`src/rtl/adc_spi_rx.sv`:
```
`default_nettype none
// ============================================================================
//  Module      : adc_spi_rx
//  Description : Serial front-end for a 12-bit SPI ADC. Starts a conversion on
//                every sample tick, clocks in a 16-bit frame (4 leading zeros
//                + 12 data bits, MSB first), publishes good samples with a
//                one-cycle data_valid strobe and flags malformed frames and
//                sample-tick overruns.
//  Revision    : 1.0 - initial release
// ============================================================================
module adc_spi_rx #(
  parameter int CLK_DIV    = 2,   // clk cycles per SCLK half-period
  parameter int CS_SETUP   = 2,   // clk cycles from CS fall to first SCLK fall
  parameter int SAMPLE_DIV = 100  // clk cycles between conversion starts
) (
  input  logic        clk,
  input  logic        rst,
  input  logic        enable,
  input  logic        adc_sdo,
  output logic        adc_cs_n,
  output logic        adc_sclk,
  output logic [11:0] x,
  output logic        data_valid,
  output logic        frame_err,
  output logic        overrun,
  output logic        busy
);

  localparam int CNT_MAX = (CLK_DIV > CS_SETUP) ? CLK_DIV : CS_SETUP;
  localparam int CNT_W   = $clog2(CNT_MAX + 1);
  localparam int TMR_W   = $clog2(SAMPLE_DIV);

  localparam logic [TMR_W-1:0] c_tmr_last  = TMR_W'(SAMPLE_DIV - 1);
  localparam logic [CNT_W-1:0] c_setup_end = CNT_W'(CS_SETUP - 1);
  localparam logic [CNT_W-1:0] c_half_end  = CNT_W'(CLK_DIV - 1);
  localparam logic [3:0]       c_last_bit  = 4'd15;

  localparam logic [1:0] c_st_idle  = 2'd0;
  localparam logic [1:0] c_st_setup = 2'd1;
  localparam logic [1:0] c_st_shift = 2'd2;
  localparam logic [1:0] c_st_done  = 2'd3;

  logic [1:0]       state_q, state_d;
  logic [TMR_W-1:0] timer_q, timer_d;
  logic [CNT_W-1:0] cnt_q, cnt_d;
  logic [3:0]       bit_q, bit_d;
  logic [15:0]      shift_q, shift_d;
  logic             sclk_q, sclk_d;
  logic             cs_n_q, cs_n_d;
  logic [11:0]      x_q, x_d;
  logic             dv_q, dv_d;
  logic             fe_q, fe_d;
  logic             ov_q, ov_d;
  logic             busy_q, busy_d;
  logic             tick;

  // Next-state logic: sample timer, frame sequencer and output strobes
  always_comb begin
    state_d = state_q;
    timer_d = timer_q;
    cnt_d   = cnt_q;
    bit_d   = bit_q;
    shift_d = shift_q;
    sclk_d  = sclk_q;
    x_d     = x_q;
    dv_d    = 1'b0;
    fe_d    = 1'b0;

    // Timer only runs while enabled so the first start lands SAMPLE_DIV
    // cycles after enable rises; a tick with enable low never starts a frame.
    tick = enable && (timer_q == c_tmr_last);
    if (enable) begin
      timer_d = (timer_q == c_tmr_last) ? '0 : timer_q + TMR_W'(1);
    end else begin
      timer_d = '0;
    end

    // A tick that cannot be serviced is dropped and reported.
    ov_d = tick && (state_q != c_st_idle);

    case (state_q)
      c_st_idle: begin
        if (tick) begin
          state_d = c_st_setup;
          cnt_d   = '0;
          bit_d   = '0;
          sclk_d  = 1'b1;
        end
      end
      c_st_setup: begin
        if (cnt_q == c_setup_end) begin
          state_d = c_st_shift;
          cnt_d   = '0;
          sclk_d  = 1'b0;
        end else begin
          cnt_d = cnt_q + CNT_W'(1);
        end
      end
      c_st_shift: begin
        if (cnt_q == c_half_end) begin
          cnt_d = '0;
          if (!sclk_q) begin
            // Rising SCLK edge: ADC data has been stable since the fall.
            sclk_d  = 1'b1;
            shift_d = {shift_q[14:0], adc_sdo};
          end else if (bit_q == c_last_bit) begin
            // Last high phase finished; the frame is fully captured.
            state_d = c_st_done;
            if (shift_q[15:12] == 4'h0) begin
              x_d  = shift_q[11:0];
              dv_d = 1'b1;
            end else begin
              fe_d = 1'b1;
            end
          end else begin
            bit_d  = bit_q + 4'd1;
            sclk_d = 1'b0;
          end
        end else begin
          cnt_d = cnt_q + CNT_W'(1);
        end
      end
      c_st_done: begin
        state_d = c_st_idle;
      end
      default: begin
        state_d = c_st_idle;
      end
    endcase

    // Chip select and busy are registered from the next state so they line
    // up exactly with the state they describe.
    cs_n_d = !((state_d == c_st_setup) || (state_d == c_st_shift));
    busy_d = (state_d != c_st_idle);
  end

  // State and output registers with synchronous reset
  always_ff @(posedge clk) begin
    if (rst) begin
      state_q <= c_st_idle;
      timer_q <= '0;
      cnt_q   <= '0;
      bit_q   <= '0;
      shift_q <= '0;
      sclk_q  <= 1'b1;
      cs_n_q  <= 1'b1;
      x_q     <= '0;
      dv_q    <= 1'b0;
      fe_q    <= 1'b0;
      ov_q    <= 1'b0;
      busy_q  <= 1'b0;
    end else begin
      state_q <= state_d;
      timer_q <= timer_d;
      cnt_q   <= cnt_d;
      bit_q   <= bit_d;
      shift_q <= shift_d;
      sclk_q  <= sclk_d;
      cs_n_q  <= cs_n_d;
      x_q     <= x_d;
      dv_q    <= dv_d;
      fe_q    <= fe_d;
      ov_q    <= ov_d;
      busy_q  <= busy_d;
    end
  end

  assign adc_cs_n   = cs_n_q;
  assign adc_sclk   = sclk_q;
  assign x          = x_q;
  assign data_valid = dv_q;
  assign frame_err  = fe_q;
  assign overrun    = ov_q;
  assign busy       = busy_q;

endmodule
`default_nettype wire
```
`config.mk`:
```
export PLATFORM = sky130hd
export DESIGN_NAME = adc_spi_rx
export DESIGN_NICKNAME = d
export VERILOG_FILES = /design/src/rtl/adc_spi_rx.sv
export SDC_FILE = /design/constraint.sdc
export NUM_CORES = 1
export LEC_CHECK = 0
export CAP_MARGIN = 30
export CORE_AREA = 4 4 61 69
export CTS_BUF_LIST = sky130_fd_sc_hd__clkbuf_8
export CTS_CLUSTER_SIZE = 14
export DETAILED_ROUTE_END_ITERATION = 12
export DIE_AREA = 0 0 65 73
export PLACE_DENSITY = 0.92
export SETUP_SLACK_MARGIN = 0.3
export SYNTH_ARGS = -nofsm -noshare
export SYNTH_HDL_FRONTEND = slang
export SYNTH_SLANG_ARGS = --single-unit
```
`constraint.sdc`:
```
create_clock -name clk -period 5.2 [get_ports clk]
set_input_delay 1.04 -clock clk [delete_from_list [all_inputs] [get_ports clk]]
set_output_delay 1.04 -clock clk [all_outputs]
set_load 0.005 [all_outputs]
```
==> flow_metrics.tcl <==
set metrics [dict create \
    outcome "completed" \
    clock_skew_ps 8.997 \
    cts_num_sinks 49 \
    diodes 0 \
    cp_slowest_cell "clkdlybuf4s50_1" \
    avgViaCountPerCell 5.471 \
    overflow 0 \
    numCtsBuffers 5 \
    yosysTopAreaCellShare_pct 47.89 \
    port_buffers 21 \
    grt_max_degree 24 \
    fmax_ghz 0.4036 \
    grt.total_usage_pct 18.04 \
    totalWireLength_um 3831 \
    drive_above_1_share_pct 6.122 \
    period_share_pct 47.65 \
    placed_cell_area_um2 2282 \
    fin_ws_ps 2722 \
    yosysMostFrequentCell "dfxtp_1" \
    hold_buffers 0 \
    dp_slack_ps 2389 \
    synth_top_flop_cell "dfxtp_1" \
    critPathMaxStageDelay_ps 940 \
    routedWlPerCell_um 12.99 \
    multi_input_area_um2 998.5 \
    finish.net_count 256 \
    setup-violations-final 0 \
    slew_viol_final 0 \
    die_h_um 73 \
    clk_latency_ps 310 \
    core-area_um2 3540 \
    first_pass_iters 4 \
    fillers 282 \
    yosys_warnings 0 \
    crit_chain "clkdlybuf4s50_1, inv_1, nand3_1, nor2_1" \
    rsz0062_at_grt "no" \
    startpoint_type "input pin" \
    post_cts_resize_count 0 \
    areaGrowthSynthToFinish_pct 16.07 \
    finalCriticalPeriod_ps 2478 \
    critical_path_required_ps 5400 \
    cts_setup_buffers 0 \
    synth_nets 235 \
    fin_area_um2 2377 \
    worst_pin_slew_ps 951.6 \
    endpoint_kind "flip-flop" \
    row_count 23 \
    antenna_left 0 \
    crit_type "input pin to flip-flop" \
    tns_ps 0 \
    finalHoldViolations 0 \
    place.gp.congestion 0.8657 \
    cp_max_fo 19 \
    synth_edf_count 0 \
    maxCapViolCount 0 \
    async_flop_share_pct 0 \
    min_path_cells 1 \
    initial_utilization_pct 57.86 \
    peakVddDrop_uv 182.5 \
    layout.cells.non_filler 295 \
    dp.cells 287 \
    drt_first_iter_violations 60 \
    synth_top_area_cell "dfxtp_1" \
    synthCells 223 \
    drc 0 \
    synth_common_cells "dfxtp_1, nand2_1, nor2_1" \
    antenna_found_initial 0 \
    final-seq-area_um2 980.9 \
    worst-path-stages 4 \
    first_global_vias 1592 \
    root_buffer "clkbuf_8" \
    vias 1614 \
    hpwl_um 2721 \
    grt_first_pass_wirelength_um 6651 \
    dieWidth_um 65 \
    path_clk_slew_ps 90 \
    rr_worst_depth 6 \
    ys_seq_area_share_pct 47.89 \
    leakage_nw 0.8229 \
    crit_family "buffers and inverters" \
    syn_area_um2 2048 \
    final_util_pct 67.16 \
    ys_ff_latch 49 \
    io_pins 22 \
    hold_class "flip-flop to flip-flop" \
    cts_tree "yes" \
    cp_data_arrival_time_ps 2680 \
    synth_cell_type_count 45 \
    powerDensity_nw_per_um2 262.5 \
    die-area_um2 4745 \
    cts_buffer_depth 2 \
    synth_area_leaders "dfxtp_1, nand2_1, mux2i_1" \
    slew_headroom_pct 36.29 \
    htreeDepth 2 \
    cp.buffers_inverters 2 \
    avgSynthCellArea_um2 9.185 \
]
## metrics by stage
| stage | hold WS, ps | power [W] |
|---|---|---|
| 3_3_place_gp | 419.5 | 0.0003953 |
| 5_1_grt | 473.8 | 0.0006420 |
| 6_report | 453.3 | 0.0006240 |
| 4_1_cts | 447.8 | 0.0006263 |
| 3_5_place_dp | 431.8 | 0.0003956 |
| 2_1_floorplan | 413.0 | 0.0003908 |
## layout by cell type (no fill, tap or decap), types with 2 or more instances in the layout
master / instances
and3_1: 2
clkinvlp_4: 2
dfxtp_1: 49
nand3_1: 6
nor3_1: 4
nor2_1: 28
nand2_1: 37
xnor2_1: 3
clkdlybuf4s50_1: 21
nand2b_1: 2
xor2_1: 2
a21oi_1: 21
clkbuf_8: 5
nand3b_1: 2
a211o_1: 2
o21ai_0: 4
ha_1: 8
inv_1: 6
mux2i_1: 12
nor2b_1: 2
## kinds of logic (layout without fill, tap and decap cells)
| logic type | count (synthesis) | in the layout | share of synthesized area [%] |
|---|---|---|---|
| multiplexers | 12 | 12 | 5.865 |
| AO/OA/AOI/OAI | 39 | 39 | 12.16 |
| adder cells (fa/ha/maj) | 8 | 8 | 4.887 |
| buffers and inverters | 14 | 36 | 3.360 |
| AND/OR/NAND/NOR | 96 | 96 | 23.70 |
| flip-flops | 49 | 49 | 47.89 |
| XOR/XNOR | 5 | 5 | 2.138 |
## cell type report
class	count	share of cell area [%]
multi-input cells	160	42.00
clock inverters	3	1.105
clock buffers	5	2.895
inverters	6	0.9474
flip-flops and latches	49	41.26
well taps	50	2.632
repair buffers	22	9.158
## flip-flops by register name, summed over array words and instances, names as in the netlist
register,count
timer_q,7
x,12
data_valid,1
bit_q,4
cnt_q,2
shift_q,16
adc_sclk,1
overrun,1
busy,1
frame_err,1
adc_cs_n,1
state_q,2
## final timing paths
kind | slack (ps) | endpoint | from
worst max-delay path | 2720 | timer_q[3]$_SDFF_PP0_ | rst
worst min-delay path | 450 | timer_q[0]$_SDFF_PP0_ | timer_q[0]$_SDFF_PP0_
worst max register to register | 2900 | x[9]$_SDFFE_PP0P_ | state_q[0]$_SDFF_PP0_
worst min register to register | 450 | timer_q[0]$_SDFF_PP0_ | timer_q[0]$_SDFF_PP0_
## worst register-to-register path, delay by kind of cell (launching register included)
kind          cells  cell delay, ps
flops             1             360
simple gates      3             900
buf+inv           1             120
mux               1             270
fa+ha+maj         1             520
## per-layer routing
metal  up-vias  wire (um)  global-route usage (%)
met5         -          0                       0
met4         0         93                   8.920
met3        11        148                   4.622
met2        27       1898                   31.48
met1       764       1691                   20.31
li1        812          -                       -
## report_power, final
group / total, W / leakage, nW / switching (W) / internal (W)
Combinational: 0.0000107 / 0.386 / 0.00000737 / 0.00000337
Clock: 0.000237 / 0.0423 / 0.000139 / 0.0000979
Sequential: 0.000376 / 0.395 / 0.000000473 / 0.000376
Total: 0.000624 / 0.823 / 0.000147 / 0.000477
Power figures use the tool's default switching activity.
